==> config.mk <==
export PLATFORM = sky130hd
export DESIGN_NAME = wb_sram_bridge
export DESIGN_NICKNAME = d
export VERILOG_FILES = /design/src/rtl/wb_sram_bridge.sv
export SDC_FILE = /design/constraint.sdc
export NUM_CORES = 1
export LEC_CHECK = 0
export BUFFER_PORTS_ARGS = -buffer_cell sky130_fd_sc_hd__buf_2
export CAP_MARGIN = 20
export CORE_AREA = 2 2 103 65
export CTS_CLUSTER_SIZE = 10
export DETAILED_ROUTE_END_ITERATION = 6
export DIE_AREA = 0 0 105 67
export PLACE_DENSITY_LB_ADDON = 0.3
export REMOVE_ABC_BUFFERS = 1
export SLEW_MARGIN = 15
export SYNTH_ARGS = -nofsm -noshare
export SYNTH_HDL_FRONTEND = slang
export SYNTH_SLANG_ARGS = --single-unit
==> constraint.sdc <==
create_clock -name clk -period 2.3 [get_ports clk]
set_input_delay 0.69 -clock clk [delete_from_list [all_inputs] [get_ports clk]]
set_output_delay 0.69 -clock clk [all_outputs]
set_load 0.1 [all_outputs]
==> src/rtl/wb_sram_bridge.sv <==
// rtl/wb_sram_bridge.sv - Wishbone classic slave bridging router packets to a single-port sync SRAM
//
// Packet layout on wbs_dat_i / wbs_dat_o: [31:24] CMD | [23:16] DATA | [15:0] COORD.
// Optional feature macro: WB_SRAM_ERR_EN (adds wbs_err_o, flags bad commands / out-of-range addresses).
//
// Ports:
//   clk, rst          clock (posedge) and synchronous active-high reset
//   wbs_adr_i [31:0]  request address, low ADDR_W bits select the SRAM word
//   wbs_dat_i [31:0]  request packet
//   wbs_we_i          1 = write cycle, 0 = read cycle
//   wbs_stb_i         strobe
//   wbs_cyc_i         bus cycle
//   wbs_ack_o         one-cycle acknowledge
//   wbs_dat_o [31:0]  read return packet, valid with the read ack, held until the next read ack
//   sram_addr         SRAM address (held between accesses)
//   sram_din          SRAM write data (held between accesses)
//   sram_dout         SRAM read data, RD_LAT cycles after the address is presented
//   sram_we           SRAM write enable, one-cycle pulse
//   wbs_err_o         one-cycle error pulse (WB_SRAM_ERR_EN builds only)

module wb_sram_bridge #(
    parameter int         ADDR_W = 9,
    parameter int         DATA_W = 8,
    parameter int         RD_LAT = 1,
    parameter logic [7:0] CMD_WR = 8'hA1,
    parameter logic [7:0] CMD_RD = 8'hA2
) (
    input  logic              clk,
    input  logic              rst,
    input  logic [31:0]       wbs_adr_i,
    input  logic [31:0]       wbs_dat_i,
    input  logic              wbs_we_i,
    input  logic              wbs_stb_i,
    input  logic              wbs_cyc_i,
    output logic              wbs_ack_o,
    output logic [31:0]       wbs_dat_o,
    output logic [ADDR_W-1:0] sram_addr,
    output logic [DATA_W-1:0] sram_din,
    input  logic [DATA_W-1:0] sram_dout,
`ifdef WB_SRAM_ERR_EN
    output logic              sram_we,
    output logic              wbs_err_o
`else
    output logic              sram_we
`endif
);

    typedef enum logic [2:0] {
        S_IDLE,
        S_WR,     // write pulse + ack cycle
        S_RD,     // address presented, waiting out the SRAM latency
        S_RACK,   // read data captured, ack cycle
        S_BAD     // undecodable request, ack/err cycle, no SRAM access
    } state_t;

    state_t              r_state;
    state_t              w_state_nxt;
    logic [2:0]          r_cnt;
    logic [15:0]         r_coord;
    logic [31:0]         r_dat_o;
    logic [ADDR_W-1:0]   r_sram_addr;
    logic [DATA_W-1:0]   r_sram_din;

    logic                w_accept;
    logic                w_adr_ok;
    logic                w_is_wr;
    logic                w_is_rd;
    logic                w_ack;
    logic [7:0]          w_cmd;
    logic [7:0]          w_rd_byte;
    logic                w_unused_bits;
`ifdef WB_SRAM_ERR_EN
    logic                w_err;
`endif

    // Only part of the address/packet reaches the datapath in some configurations.
    assign w_unused_bits = ^{wbs_adr_i, wbs_dat_i};

    always_ff @(posedge clk) begin
        if (rst) begin
            r_state <= S_IDLE;
        end else begin
            r_state <= w_state_nxt;
        end
    end

    always_comb begin
        w_state_nxt = r_state;
        w_accept    = 1'b0;
        w_ack       = 1'b0;
`ifdef WB_SRAM_ERR_EN
        w_err       = 1'b0;
        w_adr_ok    = ((wbs_adr_i >> ADDR_W) == 32'd0);
`else
        w_adr_ok    = 1'b1;
`endif
        w_cmd       = wbs_dat_i[31:24];
        w_is_wr     = wbs_we_i && (w_cmd == CMD_WR) && w_adr_ok;
        w_is_rd     = !wbs_we_i && (w_cmd == CMD_RD) && w_adr_ok;

        // Return byte is the SRAM word zero-extended to 8 bits.
        w_rd_byte                = '0;
        w_rd_byte[DATA_W-1:0]    = sram_dout;

        case (r_state)
            S_IDLE: begin
                // ack is never asserted while idle, so stb&cyc alone gates acceptance.
                w_accept = wbs_stb_i && wbs_cyc_i;
                if (w_accept) begin
                    if (w_is_wr) begin
                        w_state_nxt = S_WR;
                    end else if (w_is_rd) begin
                        w_state_nxt = S_RD;
                    end else begin
                        w_state_nxt = S_BAD;
                    end
                end
            end
            S_WR: begin
                // The write pulse is unconditional; only the ack follows cyc.
                w_ack       = wbs_cyc_i;
                w_state_nxt = S_IDLE;
            end
            S_RD: begin
                if (!wbs_cyc_i) begin
                    w_state_nxt = S_IDLE;
                end else if (r_cnt == 3'(RD_LAT)) begin
                    w_state_nxt = S_RACK;
                end
            end
            S_RACK: begin
                w_ack       = wbs_cyc_i;
                w_state_nxt = S_IDLE;
            end
            S_BAD: begin
`ifdef WB_SRAM_ERR_EN
                w_err       = wbs_cyc_i;
`else
                w_ack       = wbs_cyc_i;
`endif
                w_state_nxt = S_IDLE;
            end
            default: begin
                w_state_nxt = S_IDLE;
            end
        endcase
    end

    always_ff @(posedge clk) begin
        if (rst) begin
            r_cnt       <= '0;
            r_coord     <= '0;
            r_dat_o     <= '0;
            r_sram_addr <= '0;
            r_sram_din  <= '0;
        end else begin
            if (w_accept && (w_state_nxt == S_WR)) begin
                r_sram_addr <= wbs_adr_i[ADDR_W-1:0];
                r_sram_din  <= wbs_dat_i[16 +: DATA_W];
            end
            if (w_accept && (w_state_nxt == S_RD)) begin
                r_sram_addr <= wbs_adr_i[ADDR_W-1:0];
                r_coord     <= wbs_dat_i[15:0];
            end
            // Counts cycles since the address went out; zero whenever not reading.
            if (r_state == S_RD) begin
                r_cnt <= r_cnt + 3'd1;
            end else begin
                r_cnt <= '0;
            end
            if ((r_state == S_RD) && (w_state_nxt == S_RACK)) begin
                r_dat_o <= {CMD_RD, w_rd_byte, r_coord};
            end
        end
    end

    assign sram_we   = (r_state == S_WR);
    assign sram_addr = r_sram_addr;
    assign sram_din  = r_sram_din;
    assign wbs_ack_o = w_ack;
    assign wbs_dat_o = r_dat_o;
`ifdef WB_SRAM_ERR_EN
    assign wbs_err_o = w_err;
`endif

endmodule

==> results of run 1 <==
## worst max-delay path, stage by stage, from the launching register on
cell	delay [ns]
sky130_fd_sc_hd__dfxtp_1	0.42
sky130_fd_sc_hd__nor3b_1	0.20
sky130_fd_sc_hd__buf_2	0.46
## cell usage after synthesis (4+ instances only)
master	count	area share
sky130_fd_sc_hd__nor2_1	6	0.0083
sky130_fd_sc_hd__a21oi_1	25	0.046
sky130_fd_sc_hd__nand2_1	49	0.067
sky130_fd_sc_hd__buf_4	7	0.019
sky130_fd_sc_hd__nand2b_1	66	0.15
sky130_fd_sc_hd__nor3_1	4	0.0073
sky130_fd_sc_hd__mux2i_1	34	0.12
sky130_fd_sc_hd__dfxtp_1	64	0.47
sky130_fd_sc_hd__clkbuf_1	12	0.017
sky130_fd_sc_hd__buf_2	5	0.0092
## state kept, by name, summed over array words and instances (netlist names)
signal and cells:
wbs_dat_o 25, r_coord 16, sram_addr 9, sram_din 8
r_cnt 3, r_state 3
## power groups by stage
| stage | combinational [µW] | sequential (µW) | clock [µW] |
|---|---|---|---|
| floorplan | 81.0 | 1140 | 0 |
| finish | 159 | 1110 | 1060 |
| global route | 172 | 1110 | 1140 |
| detailed placement | 160 | 1140 | 0 |
| CTS | 160 | 1110 | 1080 |
| global placement | 157 | 1140 | 0 |
## per-layer routing
layer / global-route usage / wire (µm) / up-vias
li1: - / - / 1138
met1: 0.209 / 2790 / 997
met2: 0.277 / 2550 / 64
met3: 0.0685 / 419 / 8
met4: 0.0583 / 58 / 0
met5: 0 / 0 / -
## kinds of logic after synthesis
| family | share of synthesized area |
|---|---|
| other cells | 0.00137 |
| fa+ha+maj | 0.00917 |
| mux | 0.125 |
| flops | 0.470 |
| compound gates | 0.0550 |
| simple gates | 0.282 |
| xor+xnor | 0.00321 |
| buf+inv | 0.0550 |
## worst min path at each step
stage | startpoint | to | slack [ns] | depth (start not counted)
4_1_cts | r_coord[0]$_SDFFE_PP0P_ | wbs_dat_o[0]$_SDFFE_PP0P_ | 0.45 | 2
3_5_place_dp | r_cnt[0]$_SDFF_PP0_ | r_cnt[0]$_SDFF_PP0_ | 0.44 | 1
3_3_place_gp | r_cnt[0]$_SDFF_PP0_ | r_cnt[0]$_SDFF_PP0_ | 0.43 | 1
6_report | wbs_dat_o[8]$_SDFFE_PP0P_ | wbs_dat_o[8]$_SDFFE_PP0P_ | 0.45 | 2
5_1_grt | r_coord[6]$_SDFFE_PP0P_ | wbs_dat_o[6]$_SDFFE_PP0P_ | 0.47 | 2
2_1_floorplan | r_cnt[0]$_SDFF_PP0_ | r_cnt[0]$_SDFF_PP0_ | 0.42 | 1
## cell usage in the layout (no fill, tap or decap)
master	n
sky130_fd_sc_hd__buf_2	98
sky130_fd_sc_hd__nand2b_1	66
sky130_fd_sc_hd__dfxtp_1	64
sky130_fd_sc_hd__nand2_1	49
sky130_fd_sc_hd__mux2i_1	34
sky130_fd_sc_hd__a21oi_1	25
sky130_fd_sc_hd__clkbuf_8	10
sky130_fd_sc_hd__buf_4	7
sky130_fd_sc_hd__nor2_1	6
sky130_fd_sc_hd__conb_1	5
sky130_fd_sc_hd__nor3_1	3
sky130_fd_sc_hd__buf_12	3
sky130_fd_sc_hd__inv_1	2
sky130_fd_sc_hd__nand3b_1	2
sky130_fd_sc_hd__ha_1	2
sky130_fd_sc_hd__clkinvlp_4	2
sky130_fd_sc_hd__bufinv_16	2
sky130_fd_sc_hd__nor3b_1	1
sky130_fd_sc_hd__nor2b_1	1
sky130_fd_sc_hd__nor3b_2	1
sky130_fd_sc_hd__and4b_1	1
sky130_fd_sc_hd__nand4b_1	1
sky130_fd_sc_hd__nor4b_4	1
sky130_fd_sc_hd__nand3b_4	1
sky130_fd_sc_hd__or3b_1	1
sky130_fd_sc_hd__o211a_1	1
sky130_fd_sc_hd__nor3_2	1
sky130_fd_sc_hd__o21a_1	1
sky130_fd_sc_hd__nor3_4	1
sky130_fd_sc_hd__xnor2_1	1
sky130_fd_sc_hd__a211oi_2	1
sky130_fd_sc_hd__clkinv_2	1
sky130_fd_sc_hd__clkbuf_1	1
## through the flow
step           instances  hold slack, ns  setup TNS (ns)
2_1_floorplan        272           0.421           -6.31
3_3_place_gp         464           0.434               0
3_5_place_dp         464           0.440               0
4_1_cts              480           0.450               0
5_1_grt              480           0.468               0
6_report             480           0.451               0
## layout make-up
type                       count  area, µm²  area share
timing repair buffer         108        603       0.170
clock inverter                 5       80.1      0.0226
sequential                    64       1280       0.362
inverter                       2       7.51     0.00212
tap                           84        105      0.0297
clock buffer                  11        141      0.0399
multi-input combinational    206       1320       0.373
==> impl_summary.log, run 1 <==
[metrics] CTS sink cnt: 64
[metrics] layout cell share with drive strength beyond 1: 0.326
[metrics] startpoint type of the worst setup path: register
[metrics] number of placement rows: 22
[metrics] final critical-path required period: between 2 and 2.5 ns
[metrics] post-detailed-placement cell area: approximately 3300 µm²
[metrics] number of hold buffers added after CTS: 0
[metrics] minimum setup slack in the final design: 0.195 ns
[metrics] fill cell instance count of the final layout: around 570
[metrics] wire length after detailed routing: approximately 5800 µm
[metrics] clock latency of the later-clocked register in the worst-skew pair: about 0.33 ns
[metrics] worst setup slack after placement: between 0.2 and 0.3 ns
[metrics] DRC Markers: 0
[metrics] post-synthesis instance total: 293
[metrics] Max-cap violations: 0
[metrics] Core Box Area: ~6000 µm²
[metrics] final routed wire length divided by cell count: between 10 and 15 µm
[metrics] number of hold-slack violations in the final timing report: 0
[metrics] critical path type: register to primary output
[metrics] final antenna diode count: 0
[metrics] Clock Root Buffer: sky130_fd_sc_hd__clkbuf_8
[metrics] fraction of synthesis flops using an asynchronous set or reset pin: 0
[metrics] number of distinct standard cells referenced by the synthesized netlist: 28
[metrics] vias in the first global route: roughly 2,000
[metrics] Die ar.: roughly 7000 µm²
[metrics] Post-synth EDFFs: 0
[metrics] post-synthesis instance area: 2730 µm²
[metrics] Max Fclk: between 400 and 500 MHz
[metrics] total via count after detailed routing: between 2,000 and 2,500
[metrics] setup-violating endpoint count in the final report: 0
[metrics] TritonCTS clock tree: yes
[metrics] num ports: between 100 and 150
[metrics] result of the run: complete, no violations
[metrics] buffers inserted by post-CTS timing repair: 0
[metrics] critical-path maximum fanout: 5
[metrics] setup repair after global routing missed its margin: false
[metrics] Flop pwr share: 0.476
[metrics] area growth from synthesis to layout: 29.8%
[metrics] CP Capture Point: sram_we
[metrics] kind of end point of the critical path: primary output
[metrics] clock-pin slew on the worst setup and hold paths: around 0.070 ns
[metrics] maximum vdd ir drop: 0.366 mV
[metrics] hold crit path type: register to register
[metrics] worst reg2reg startpoint: r_state[2]$_SDFF_PP0_
[metrics] antenna violations before repair: 0
[metrics] starting utilization of the core area: 0.455
[metrics] net switching power of the design: slightly above 500 µW
[metrics] post-synthesis register bit count: 64
[metrics] fraction of power consumed by the clock network: 0.456
[metrics] DP Wirelength: roughly 4100 µm
[metrics] Critical Path RT: around 1.6 ns
[metrics] length in cells of the worst reg-to-reg path: 5
[metrics] Synth Area per Inst: just over 9 µm²
[metrics] arrival time worst endpoint: between 1 and 1.5 ns
[metrics] largest net degree at the start of global routing: 69
[metrics] fraction of the core area covered by cells at the end of the flow: 0.590
[metrics] final instance area: between 3000 and 4000 µm²
[metrics] final worst-path cycle share: 0.915
[metrics] drt via density: between 4 and 5
[metrics] switching portion of total power: 0.221
[metrics] endpoint of the worst-slack reg-to-reg timing path: sram_addr[1]$_SDFFE_PP0P_
[metrics] first-pass GRT wire length: between 9000 and 10,000 µm
[metrics] clock skew: between 0.007 and 0.008 ns
[metrics] part of the power in combinational logic: 0.068
[metrics] Static Leak: roughly 0.0015 µW
[metrics] number of buffers created by CTS: 9
[metrics] total internal power: approximately 1800 µW
[metrics] R2R Setup Slk: approximately 0.65 ns
[metrics] initial detailed-routing violation count: 85
[metrics] Final Max Tran Viols: 0
[metrics] Yosys Warn Count: 0
[metrics] H-Tree Depth: 3
[metrics] Die Span Y: 67 µm
[metrics] routability congestion estimate from global placement: roughly 0.73
[metrics] overall fraction of global-route tracks in use: 0.171
[metrics] post-route ant nets: 0
[metrics] overall power after layout: around 2300 µW
[metrics] TritonRoute pass-1 iters: 4
[metrics] width of the die: 105 µm
[metrics] total grt overflow: 0
[metrics] input/output buffers: 99
[metrics] most common flop cell mapped by yosys: sky130_fd_sc_hd__dfxtp_1
[metrics] Total Nets Final: 470
[metrics] total power per unit cell area: between 600 and 700 nW/µm²
[metrics] critical path startpoint: r_state[0]$_SDFF_PP0_
[metrics] post-synthesis sequential area ratio: 0.470
[metrics] clock buffer depth: 2
[metrics] # resized after CTS: 0
Note: power is estimated with default switching activity, not from simulation.
==> run 2, diff against run 1 <==
Settings changed: CORE_AREA 2 2 103 65 to 2 2 81 83, CTS_CLUSTER_SIZE 10 to unset, DIE_AREA 0 0 105 67 to 0 0 83 85.
==> run 2 against run 1 <==
Compared with the run above:
- critical path depth stayed put
- routed wire length shrank 5.7%
- sequential power about the same
- largest cell class unchanged
==> impl_summary.log, run 2 (synthesis gave the netlist of run 1 again) <==
[metrics] setup repair after global routing missed its margin: false
[metrics] Clock Root Buffer: sky130_fd_sc_hd__clkbuf_8
[metrics] number of buffers created by CTS: 9
[metrics] post-detailed-placement cell area: 3290 µm²
[metrics] H-Tree Depth: 3
[metrics] clock latency of the later-clocked register in the worst-skew pair: around 0.33 ns
[metrics] Flop pwr share: 0.508
[metrics] post-route ant nets: 0
[metrics] antenna violations before repair: 0
[metrics] Total Nets Final: 469
[metrics] Core Box Area: 6200 µm²
[metrics] final routed wire length divided by cell count: approximately 12 µm
[metrics] TritonCTS clock tree: yes
[metrics] maximum vdd ir drop: ~0.42 mV
[metrics] result of the run: complete, no violations
[metrics] count of cells along the worst hold path: 2
[metrics] routability congestion estimate from global placement: about 0.74
[metrics] number of hold-slack violations in the final timing report: 0
[metrics] most common library cell in the layout ignoring fill and taps: sky130_fd_sc_hd__buf_2
[metrics] total power per unit cell area: ~630 nW/µm²
[metrics] Die Span Y: 85 µm
[metrics] length in cells of the worst reg-to-reg path: 5
[metrics] overall fraction of global-route tracks in use: 0.162
[metrics] number of placement rows: 29
[metrics] input/output buffers: 99
[metrics] DRC Markers: 0
[metrics] combined buffer and inverter count along the critical path: 1
[metrics] final instance area: between 3000 and 4000 µm²
[metrics] # resized after CTS: 0
[metrics] startpoint type of the worst setup path: register
[metrics] minimum setup slack in the final design: roughly 0.24 ns
[metrics] starting utilization of the core area: 0.440
[metrics] part of the power in combinational logic: 0.071
[metrics] clock skew: about 0.0071 ns
[metrics] slowest library cell on the worst path: sky130_fd_sc_hd__buf_2
[metrics] fraction of power consumed by the clock network: 0.421
[metrics] width of the die: approximately 83 µm
[metrics] Critical Path RT: between 1.5 and 2 ns
[metrics] CTS sink cnt: 64
[metrics] Max Fclk: 485 MHz
[metrics] total internal power: 1680 µW
[metrics] switching portion of total power: 0.233
[metrics] TritonRoute pass-1 iters: 4
[metrics] clock buffer depth: 2
[metrics] critical path type: register to primary output
[metrics] num ports: 128
[metrics] net switching power of the design: slightly above 500 µW
[metrics] Final Max Tran Viols: 0
[metrics] kind of end point of the critical path: primary output
[metrics] arrival time worst endpoint: around 1.4 ns
[metrics] first-pass GRT wire length: ~9400 µm
[metrics] number of flip-flops in the largest register: 25
[metrics] worst setup slack after placement: approximately 0.25 ns
[metrics] top library cells by usage in the layout, fill and taps aside: sky130_fd_sc_hd__buf_2 (98), sky130_fd_sc_hd__nand2b_1 (66), sky130_fd_sc_hd__dfxtp_1 (64)
[metrics] kind of cell adding the most delay to the critical path: buffers and inverters
[metrics] total via count after detailed routing: 2,191
[metrics] initial detailed-routing violation count: between 60 and 70
[metrics] number of hold buffers added after CTS: 0
[metrics] buffers inserted by post-CTS timing repair: 0
[metrics] cell depth of the worst setup path: 2
[metrics] cells along the critical path: nor3b_1, buf_2
[metrics] Static Leak: around 0.0015 µW
[metrics] layout cell share with drive strength beyond 1: 0.322
[metrics] DP Wirelength: around 3800 µm
[metrics] setup-violating endpoint count in the final report: 0
[metrics] hold crit path type: register to register
[metrics] final worst-path cycle share: 0.896
[metrics] critical-path maximum fanout: 5
[metrics] drt via density: ~4.6
[metrics] final antenna diode count: 0
[metrics] Max-cap violations: 0
[metrics] largest net degree at the start of global routing: 40
[metrics] vias in the first global route: around 2,100
[metrics] Die ar.: between 7000 and 8000 µm²
[metrics] total grt overflow: 0
[metrics] final critical-path required period: slightly above 2 ns
[metrics] area growth from synthesis to layout: 27.5%
[metrics] clock-pin slew on the worst setup and hold paths: ~0.07 ns
[metrics] wire length after detailed routing: 5490 µm
[metrics] Critical Path Max Stage Delay: about 0.46 ns
-- run 2: metrics by stage --
step	utilization	hold slack (ns)	total power, µW	std cells	setup TNS (ns)
floorplan	-	0.421	1220	272	-6.31
global placement	0.530	0.434	1290	456	0
detailed placement	0.530	0.442	1290	456	0
CTS	0.561	0.452	2220	472	0
global route	0.561	0.471	2280	472	0
finish	0.561	0.451	2190	472	0
-- run 2: final timing paths --
path / start / to / slack, ns
max: r_state[0]$_SDFF_PP0_ / sram_we / 0.24
min: wbs_dat_o[19]$_SDFFE_PP0P_ / wbs_dat_o[19]$_SDFFE_PP0P_ / 0.45
max reg2reg: r_state[2]$_SDFF_PP0_ / sram_addr[1]$_SDFFE_PP0P_ / 0.66
min reg2reg: wbs_dat_o[19]$_SDFFE_PP0P_ / wbs_dat_o[19]$_SDFFE_PP0P_ / 0.45
-- run 2: metal layers --
metal	vias up	global-route usage	wire (µm)
li1	1136	-	-
met1	998	0.186	2390
met2	50	0.295	2790
met3	7	0.0331	230
met4	0	0.0671	76
met5	-	0	0
-- run 2: cell type report --
class                   instances  area (µm²)
clock buffers                  11         131
clock inverters                 5        57.6
fillers                       594        2730
inverters                       2        7.51
multi-input cells             206        1320
flip-flops and latches         64        1280
well taps                      77        96.3
repair buffers                107         583
-- run 2: tightest hold or removal path, cell delays in order (launching register included) --
cell	delay [ns]
sky130_fd_sc_hd__dfxtp_1	0.31
sky130_fd_sc_hd__nand2_1	0.05
sky130_fd_sc_hd__a21oi_1	0.05
-- run 2: power groups by stage --
| stage | clock [µW] | sequential [µW] | combinational [µW] |
|---|---|---|---|
| after floorplan | 0 | 1140 | 81.0 |
| after global placement | 0 | 1140 | 154 |
| after detailed placement | 0 | 1140 | 157 |
| after CTS | 953 | 1110 | 157 |
| after global routing | 1000 | 1110 | 170 |
| final | 920 | 1110 | 156 |
==> run 3, diff against run 2 <==
Settings changed: GPL_TIMING_DRIVEN set to 0.
==> run 3 against run 2 <==
Compared with the run above:
- non-clock buffer count down 3
- routed wire length is 0.20% higher
- critical path depth unchanged
- sequential share of layout area did not move
- die area unchanged
- global-route usage down 0.46 points
- flip-flop and latch count stayed put
- highest routed layer unchanged
- count of clock-buffer cells in the layout unchanged
- first-iteration DRC count rose by 6.3%
- utilization did not move
- final area stayed put
==> impl_summary.log, run 3 (synthesis gave the netlist of run 1 again) <==
[metrics] clock skew: 0.00738 ns
[metrics] endpoint of the worst-slack reg-to-reg timing path: wbs_dat_o[5]$_SDFFE_PP0P_
[metrics] number of hold-slack violations in the final timing report: 0
[metrics] kind of cell adding the most delay to the critical path: buffers and inverters
[metrics] clock buffer depth: 2
[metrics] setup repair after global routing missed its margin: false
[metrics] hold crit path type: register to register
[metrics] DP Wirelength: around 3800 µm
[metrics] destination of the worst hold path: wbs_dat_o[12]$_SDFFE_PP0P_
[metrics] final antenna diode count: 0
[metrics] worst slew pin tran: a little under 1 ns
[metrics] total via count after detailed routing: between 2,000 and 2,500
[metrics] starting utilization of the core area: 0.440
[metrics] Relative slew margins: 0.346
[metrics] Die Span Y: between 80 and 90 µm
[metrics] TritonCTS clock tree: yes
[metrics] arrival time worst endpoint: between 1 and 1.5 ns
[metrics] vias in the first global route: 1,986
[metrics] slowest library cell on the worst path: sky130_fd_sc_hd__buf_2
[metrics] number of buffers created by CTS: 9
[metrics] critical path startpoint: r_state[0]$_SDFF_PP0_
[metrics] worst reg2reg startpoint: r_state[2]$_SDFF_PP0_
[metrics] num ports: roughly 130
[metrics] maximum vdd ir drop: 0.358 mV
[metrics] Placed Cells: 452
[metrics] top library cells by usage in the layout, fill and taps aside: sky130_fd_sc_hd__buf_2 (99), sky130_fd_sc_hd__nand2b_1 (66), sky130_fd_sc_hd__dfxtp_1 (64)
[metrics] count of cells along the worst hold path: 2
[metrics] most common library cell in the layout ignoring fill and taps: sky130_fd_sc_hd__buf_2
[metrics] final critical-path required period: between 2 and 2.5 ns
[metrics] Die ar.: around 7100 µm²
[metrics] startpoint type of the worst setup path: register
[metrics] width of the die: around 83 µm
[metrics] number of hold buffers added after CTS: 0
[metrics] # resized after CTS: 0
[metrics] total power per unit cell area: between 600 and 700 nW/µm²
[metrics] critical path type: register to primary output
[metrics] drt via density: about 4.6
[metrics] fill cell instance count of the final layout: between 500 and 600
[metrics] Critical Path RT: 1.61 ns
[metrics] largest net degree at the start of global routing: 49
[metrics] routability congestion estimate from global placement: just over 0.7
[metrics] total grt overflow: 0
[metrics] Total Nets Final: about 470
[metrics] Max-cap violations: 0
[metrics] DRC Markers: 0
[metrics] setup-violating endpoint count in the final report: 0
[metrics] start point of the worst hold path: r_coord[12]$_SDFFE_PP0P_
[metrics] R2R Setup Slk: 0.41 ns
[metrics] Core Box Area: 6200 µm²
[metrics] antenna violations before repair: 0
[metrics] Critical Path Max Stage Delay: ~0.46 ns
[metrics] final routed wire length divided by cell count: between 10 and 15 µm
[metrics] critical-path maximum fanout: 5
[metrics] result of the run: complete, no violations
[metrics] CTS sink cnt: 64
[metrics] Final Max Tran Viols: 0
[metrics] cells along the critical path: nor3b_1, buf_2
[metrics] area growth from synthesis to layout: 27.5%
[metrics] buffers inserted by post-CTS timing repair: 0
[metrics] number of placement rows: 29
[metrics] Layout Cells excl Fill: 469
[metrics] post-route ant nets: 0
[metrics] H-Tree Depth: 3
[metrics] overall fraction of global-route tracks in use: 0.158
[metrics] TritonRoute pass-1 iters: 4
[metrics] Clock Root Buffer: sky130_fd_sc_hd__clkbuf_8
[metrics] kind of end point of the critical path: primary output
[metrics] clock latency of the later-clocked register in the worst-skew pair: ~0.32 ns
[metrics] final worst-path cycle share: 0.914
[metrics] Max Fclk: around 480 MHz
[metrics] wire length after detailed routing: 5500 µm
[metrics] length in cells of the worst reg-to-reg path: 4
[metrics] layout cell share with drive strength beyond 1: 0.321
[metrics] initial detailed-routing violation count: between 60 and 70
[metrics] input/output buffers: 99
[metrics] first-pass GRT wire length: around 9000 µm
[metrics] number of flip-flops in the largest register: 25
[metrics] combined buffer and inverter count along the critical path: 1
[metrics] clock-pin slew on the worst setup and hold paths: around 0.070 ns
[metrics] overall power after layout: between 2000 and 2500 µW
[metrics] Static Leak: 0.00148 µW
run 3: cell types whose count changed in the layout (fill, tap and decap cells not counted), sizes merged:
cell,change
buf,-3
clkinv,-2
clkinvlp,+2
run 3: cell type report:
| cell class | count | area, µm² | share of cell area |
|---|---|---|---|
| clock buffer | 11 | 151 | 0.0435 |
| clock inverter | 5 | 55.1 | 0.0158 |
| inverter | 2 | 7.51 | 0.00216 |
| multi-input combinational | 206 | 1320 | 0.380 |
| sequential | 64 | 1280 | 0.368 |
| tap | 77 | 96.3 | 0.0277 |
| timing repair buffer | 104 | 566 | 0.163 |
run 3: how the worst max path moves through the flow:
stage	end	cells past startpoint
after floorplan	sram_we	1
after global placement	sram_addr[2]$_SDFFE_PP0P_	5
after detailed placement	r_coord[7]$_SDFFE_PP0P_	5
after CTS	r_coord[13]$_SDFFE_PP0P_	5
after global routing	wbs_ack_o	4
final	sram_we	2
run 3: layer usage:
layer  vias to the layer above  wire [µm]  GRT usage
met4                         0         65     0.0492
met3                         4        235     0.0496
met1                       984       2500      0.199
met5                         -          0          0
met2                        53       2700      0.260
li1                       1126          -          -
run 3: power by group:
group | total [µW] | leakage, µW | internal [µW] | switching (µW)
Sequential | 1110 | 0.000515 | 1110 | 1.12
Clock | 979 | 0.000101 | 556 | 423
Combinational | 154 | 0.000864 | 65.6 | 88.5
run 3: per-stage QoR:
stage | area, µm² | hold slack [ns] | setup slack, ns | TNS (ns) | utilization
3_5_place_dp | 3250 | 0.443 | -0.233 | -4.26 | 0.524
6_report | 3480 | 0.445 | 0.197 | 0 | 0.561
5_1_grt | 3480 | 0.471 | 0.0854 | 0 | 0.561
2_1_floorplan | 2600 | 0.421 | -0.994 | -6.31 | -
4_1_cts | 3460 | 0.451 | 0.0590 | 0 | 0.557
3_3_place_gp | 3190 | 0.433 | -0.694 | -20.29 | 0.514
run 3: worst reg2reg max path, delay by kind of cell (launching register included):
kind               cells  cell delay, ns
and+or+nand+nor        3            1.28
AOI/OAI and AO/OA      1            0.18
DFF                    1            0.35
